## config.mk

```make
export PLATFORM = sky130hd
export DESIGN_NAME = cdb_broadcaster
export DESIGN_NICKNAME = d
export VERILOG_FILES = /design/src/rtl/core_pkg.sv /design/src/rtl/cdb_broadcaster_rr_arbiter.sv /design/src/rtl/cdb_broadcaster.sv
export SDC_FILE = /design/constraint.sdc
export NUM_CORES = 1
export LEC_CHECK = 0
export BUFFER_PORTS_ARGS = -buffer_cell sky130_fd_sc_hd__buf_2
export CORE_AREA = 2 2 91 93
export CTS_CLUSTER_DIAMETER = 120
export DETAILED_ROUTE_END_ITERATION = 8
export DIE_AREA = 0 0 93 95
export PLACE_DENSITY = 0.86
export RECOVER_POWER = 50
export SETUP_SLACK_MARGIN = 0.02
export SYNTH_ARGS = -nofsm -noshare
export SYNTH_HDL_FRONTEND = slang
export SYNTH_SLANG_ARGS = --single-unit
```

## constraint.sdc

```tcl
create_clock -name clk -period 4.5 [get_ports clk]
set_clock_uncertainty 0.2 [all_clocks]
set_input_delay 0.45 -clock clk [delete_from_list [all_inputs] [get_ports clk]]
set_output_delay 0.45 -clock clk [all_outputs]
set_load 0.005 [all_outputs]
```

## src/rtl/core_pkg.sv

```systemverilog
// Shared core types: CDB bundle as seen by reservation stations and the ROB.
package core_pkg;

    localparam int unsigned TAG_W  = 6;
    localparam int unsigned DATA_W = 32;

    typedef struct packed {
        logic              valid;
        logic [TAG_W-1:0]  tag;
        logic [DATA_W-1:0] data;
    } cdb_t;

endpackage

```

## src/rtl/cdb_broadcaster_rr_arbiter.sv

```systemverilog
// Combinational round-robin arbiter: first requester at or after ptr wins.
module rr_arbiter #(
    parameter int unsigned N     = 4,
    parameter int unsigned IDX_W = 2
) (
    input  logic [N-1:0]     req,
    input  logic [IDX_W-1:0] ptr,
    output logic [N-1:0]     grant,
    output logic [IDX_W-1:0] grant_idx
);

    // Index ptr+off folded back into 0..N-1 (off < N, so one subtraction suffices).
    function automatic int unsigned wrap_idx(input int unsigned base, input int unsigned off);
        int unsigned s;
        s = base + off;
        return (s >= N) ? (s - N) : s;
    endfunction

    logic w_found;

    // Scan from the pointer and stop at the first asserted request.
    always_comb begin
        grant     = '0;
        grant_idx = '0;
        w_found   = 1'b0;
        for (int unsigned k = 0; k < N; k++) begin
            if (!w_found && req[wrap_idx(int'(ptr), k)]) begin
                grant[wrap_idx(int'(ptr), k)] = 1'b1;
                grant_idx                     = IDX_W'(wrap_idx(int'(ptr), k));
                w_found                       = 1'b1;
            end
        end
    end

endmodule

```

## src/rtl/cdb_broadcaster.sv

```systemverilog
// CDB producer: round-robin selects one completed FU result per cycle and
// drives it, registered, onto the common data bus.
module cdb_broadcaster #(
    parameter int unsigned NUM_SRC = 4,
    parameter int unsigned TAG_W   = 6,
    parameter int unsigned DATA_W  = 32,
    parameter int unsigned SRC_W   = 2
) (
    input  logic                        clk,
    input  logic                        reset_n,
    input  logic                        flush,
    input  logic [NUM_SRC-1:0]          src_valid,
    input  logic [NUM_SRC*TAG_W-1:0]    src_tag,
    input  logic [NUM_SRC*DATA_W-1:0]   src_data,
    output logic [NUM_SRC-1:0]          src_ready,
    output logic                        cdb_valid,
    output logic [TAG_W-1:0]            cdb_tag,
    output logic [DATA_W-1:0]           cdb_data,
    output logic [SRC_W-1:0]            cdb_src
);

    import core_pkg::*;

    logic [NUM_SRC-1:0] w_grant;
    logic [SRC_W-1:0]   w_grant_idx;
    logic [SRC_W-1:0]   w_next_ptr;
    logic               w_accept;
    logic [TAG_W-1:0]   w_sel_tag;
    logic [DATA_W-1:0]  w_sel_data;

    cdb_t               r_cdb;
    logic [SRC_W-1:0]   r_cdb_src;
    logic [SRC_W-1:0]   r_rr_ptr;

    rr_arbiter #(
        .N     (NUM_SRC),
        .IDX_W (SRC_W)
    ) u_arb (
        .req       (src_valid),
        .ptr       (r_rr_ptr),
        .grant     (w_grant),
        .grant_idx (w_grant_idx)
    );

    // A result is taken only when out of reset, not flushing, and someone is valid.
    assign w_accept   = reset_n & ~flush & (|src_valid);
    assign src_ready  = w_accept ? w_grant : '0;

    assign w_sel_tag  = src_tag[w_grant_idx*TAG_W +: TAG_W];
    assign w_sel_data = src_data[w_grant_idx*DATA_W +: DATA_W];

    // Pointer moves one past the winner so it has lowest priority next time.
    assign w_next_ptr = (w_grant_idx == SRC_W'(NUM_SRC - 1)) ? '0 : (w_grant_idx + SRC_W'(1));

    // Broadcast register and round-robin pointer; payload holds when idle.
    always_ff @(posedge clk) begin
        if (!reset_n) begin
            r_cdb     <= '0;
            r_cdb_src <= '0;
            r_rr_ptr  <= '0;
        end else if (w_accept) begin
            r_cdb.valid <= 1'b1;
            r_cdb.tag   <= w_sel_tag;
            r_cdb.data  <= w_sel_data;
            r_cdb_src   <= w_grant_idx;
            r_rr_ptr    <= w_next_ptr;
        end else begin
            r_cdb.valid <= 1'b0;
        end
    end

    assign cdb_valid = r_cdb.valid;
    assign cdb_tag   = r_cdb.tag;
    assign cdb_data  = r_cdb.data;
    assign cdb_src   = r_cdb_src;

endmodule

```

==> summary.md <==
| Metric | Value |
|---|---|
| Cell row count | `33` |
| Initial antenna violation count | `2` |
| XOR/XNOR share of the synthesized area | `0.228%` |
| Final weighted congestion in routability-driven placement | `0.916` |
| Slack of the critical path | `0.482 ns` |
| Adder-cell share of the synthesized area | `1.30%` |
| Resized Gates After CTS | `0` |
| Endpoints failing hold | `0` |
| Final setup violation count | `0` |
| Die footprint | `0.00884 mm²` |
| Ratio of cells with drive above 1 in the final layout | `39.2%` |
| Post-synthesis mux area share | `10.7%` |
| Total nets after synthesis | `619` |
| Cell with the most instances after synthesis | `sky130_fd_sc_hd__a21oi_1` |
| Setup repair after global routing missed its margin | `false` |
| Die Y-Extent | `95 µm` |
| Number of enable flip-flop cells after synthesis | `0` |
| Die width | `93 µm` |
| Largest area contributor in the netlist | `sky130_fd_sc_hd__dfxtp_1` |
| # clock sinks | `43` |
| Worst-skew pair later-pin latency | `0.30 ns` |
| Final layout net count | `789` |
| Number of H-tree branching levels | `2` |
| Worst EP arrival | `4.03 ns` |
| Fraction of post-synthesis cell area in the top cell type by area | `22.4%` |
| Crit. End Element | `register` |
| Post-placement setup slack | `0.792 ns` |
| #FFs+latches synth | `43` |
| Fraction of the mapped netlist area in compound gates | `39.5%` |
| Fraction of registers with async set/reset | `0%` |
| Max Clock Freq | `249 MHz` |
| Cell types occupying the most area after synthesis | `sky130_fd_sc_hd__dfxtp_1 22%, sky130_fd_sc_hd__o32ai_2 10%, sky130_fd_sc_hd__a21oi_1 9.4%, sky130_fd_sc_hd__mux2i_1 8.1%, sky130_fd_sc_hd__a32o_1 6.3%` |
| Power density over the cells | `600 mW/mm²` |
| Vias in the first global route | `4,246` |
| Total negative slack for setup checks | `0 ns` |
| Starting density of the core | `48.4%` |
| Leak Pwr | `2.11 nW` |
| Remaining routing DRC violations | `0` |
| Post-synth design cell area | `0.00384 mm²` |
| Violation count after the first detailed-route iteration | `386` |
| Class of the tightest hold or removal check | `input port to register` |
| Via total after detailed routing | `4,544` |
| First-pass DRT Iterations | `5` |
| Seq/Total Area, Yosys | `22.4%` |
| Nature of the critical path startpoint | `register` |
| DR WL/cell | `18.9 µm` |
| Largest family of logic cells by synthesized area | `compound AO/OA/AOI/OAI gates` |
| Post-CTS setup buffers | `0` |
| Detailed-route wire length | `13,900 µm` |
| Kind of critical path | `register to register` |
| Dominant register cell in the synthesized netlist | `sky130_fd_sc_hd__dfxtp_1` |
| Clock transition at the registers of the reported paths | `0.09 ns` |
| Count of warnings emitted by yosys | `0` |
| Share of the cycle needed by the critical path after routing | `89.3%` |
| Critical path peak fanout | `26` |
| Placed wire-length estimate | `10,200 µm` |
| Most frequent cells after synthesis | `72 x sky130_fd_sc_hd__a21oi_1, 58 x sky130_fd_sc_hd__nor2_1, 43 x sky130_fd_sc_hd__dfxtp_1` |
| Hold buffer count at CTS | `0` |
| Simple-gate area share of the yosys netlist | `18.4%` |
| Number of maximum-capacitance violations | `0` |
| Total global routing overflow | `0` |
| All-layer global routing usage | `29.4%` |
| Gate count of the mapped netlist | `456` |
| Average instance area after synthesis | `8.42 µm²` |
| IO buf count | `203` |
| Maximum number of pins on one net before global-route repair | `101` |
| Status | `completed` |
| Area Overhead vs Synth | `27.8%` |
| TritonCTS clock tree | `done` |
| Inserted Clock Buffers | `5` |
| Fillcell total | `709` |
| Clock Tree Root | `sky130_fd_sc_hd__clkbuf_8` |
| Maximum VDD drop | `293 µV` |
| Normalized max-slew margin | `20.1%` |
| Final antenna-violating net count | `0` |
| Post-layout min period | `4.02 ns` |
| Final number of max-transition violations | `0` |
| I/O pins | `204` |
| First-pass GRT wire length | `20,700 µm` |
| Worst Max-Slew Pin Slew | `1.20 ns` |
| Required time worst endpoint | `4.52 ns` |
| Core area | `0.00793 mm²` |
| Buffer levels on the longest clock path | `2` |
| Post-DR vias/cell | `6.20` |
| Distinct cell type count after synthesis | `46` |
[where the power goes]
part / switching, mW / total, mW / internal [mW]
combinational: 1.14 / 1.94 / 0.799
clock: 0.148 / 0.347 / 0.199
sequential: 0.125 / 0.652 / 0.527
total: 1.42 / 2.94 / 1.53
[layer usage]
metal	vias to the layer above	wire length (µm)	share of wire [%]	global-route usage [%]
li1	2114	-	-	-
met1	2137	5200	37	34.5
met2	266	6960	50	53.6
met3	25	1450	10	7.42
met4	2	264	1.9	7.72
met5	-	13	0.094	0
[flip-flops by register name, indices dropped and copies added, names as in the netlist]
name       cells
cdb_src        2
cdb_tag        6
cdb_valid      1
cdb_data      32
r_rr_ptr       2
[final timing paths]
kind / depth (start not counted) / startpoint / slack, ns / to
worst max-delay path: 9 / r_rr_ptr[1] / 0.48 / cdb_data[21]
worst max register to register: 9 / r_rr_ptr[1] / 0.48 / cdb_data[21]
worst min-delay path: 3 / src_tag[7] / 0.22 / cdb_tag[1]
worst min register to register: 2 / cdb_src[1] / 0.26 / cdb_src[1]
[placed cells by master (no fill, tap or decap), types with 4 or more instances in the layout]
cell type,synthesis,routed
sky130_fd_sc_hd__clkbuf_8,0,5
sky130_fd_sc_hd__a221oi_1,4,4
sky130_fd_sc_hd__o221ai_2,9,9
sky130_fd_sc_hd__o221ai_1,5,5
sky130_fd_sc_hd__clkbuf_1,33,28
sky130_fd_sc_hd__nand3b_1,26,26
sky130_fd_sc_hd__ha_1,4,4
sky130_fd_sc_hd__dfxtp_1,43,42
sky130_fd_sc_hd__mux2i_1,31,31
sky130_fd_sc_hd__a32o_1,24,24
sky130_fd_sc_hd__nand2_1,20,21
sky130_fd_sc_hd__buf_2,5,176
sky130_fd_sc_hd__a21oi_1,72,72
sky130_fd_sc_hd__o32ai_2,24,24
sky130_fd_sc_hd__o31ai_1,25,24
sky130_fd_sc_hd__nor3_1,24,24
sky130_fd_sc_hd__buf_4,2,10
sky130_fd_sc_hd__nor2_1,58,57
sky130_fd_sc_hd__a22oi_1,4,4
[per-stage QoR]
stage / hold WS, ns / util (%) / area (µm²) / power, mW / cells
after CTS: 0.218 / 62.4 / 4940 / 2.94 / 732
final: 0.220 / 61.9 / 4910 / 2.94 / 733
after global placement: 0.238 / 60.7 / 4810 / 2.52 / 724
after detailed placement: 0.244 / 60.7 / 4810 / 2.59 / 724
after global routing: 0.235 / 61.9 / 4900 / 3.13 / 732
after floorplan: 0.239 / - / 3840 / 2.12 / 456
[final cells by class]
class	count	area, µm²	area share [%]
Multi-Input combinational cell	359	2710	55.1
Timing Repair Buffer	214	1060	21.6
Sequential cell	43	865	17.6
Tap cell	105	131	2.68
Clock buffer	6	93.8	1.91
Clock inverter	2	37.5	0.765
Inverter	3	11.3	0.229
Antenna cell	1	2.50	0.0510
[cell families (layout without fill, tap and decap cells)]
kind of cell / after synthesis / count (layout)
compound gates: 176 / 176
fa+ha+maj: 4 / 4
flops: 43 / 43
simple gates: 141 / 141
buf+inv: 54 / 225
mux: 37 / 37
xor+xnor: 1 / 1
other cells: 0 / 1
[worst max-delay path, cell delays in order, from the launching register on]
cell	delay, ns
sky130_fd_sc_hd__dfxtp_1	0.52
sky130_fd_sc_hd__inv_1	0.14
sky130_fd_sc_hd__ha_1	0.44
sky130_fd_sc_hd__mux4_2	0.46
sky130_fd_sc_hd__nor3_4	0.28
sky130_fd_sc_hd__a21boi_4	0.32
sky130_fd_sc_hd__a2bb2oi_2	0.25
sky130_fd_sc_hd__nand2_1	0.52
sky130_fd_sc_hd__buf_4	0.48
sky130_fd_sc_hd__o32ai_2	0.30
Note: power is estimated with default switching activity, not from simulation.
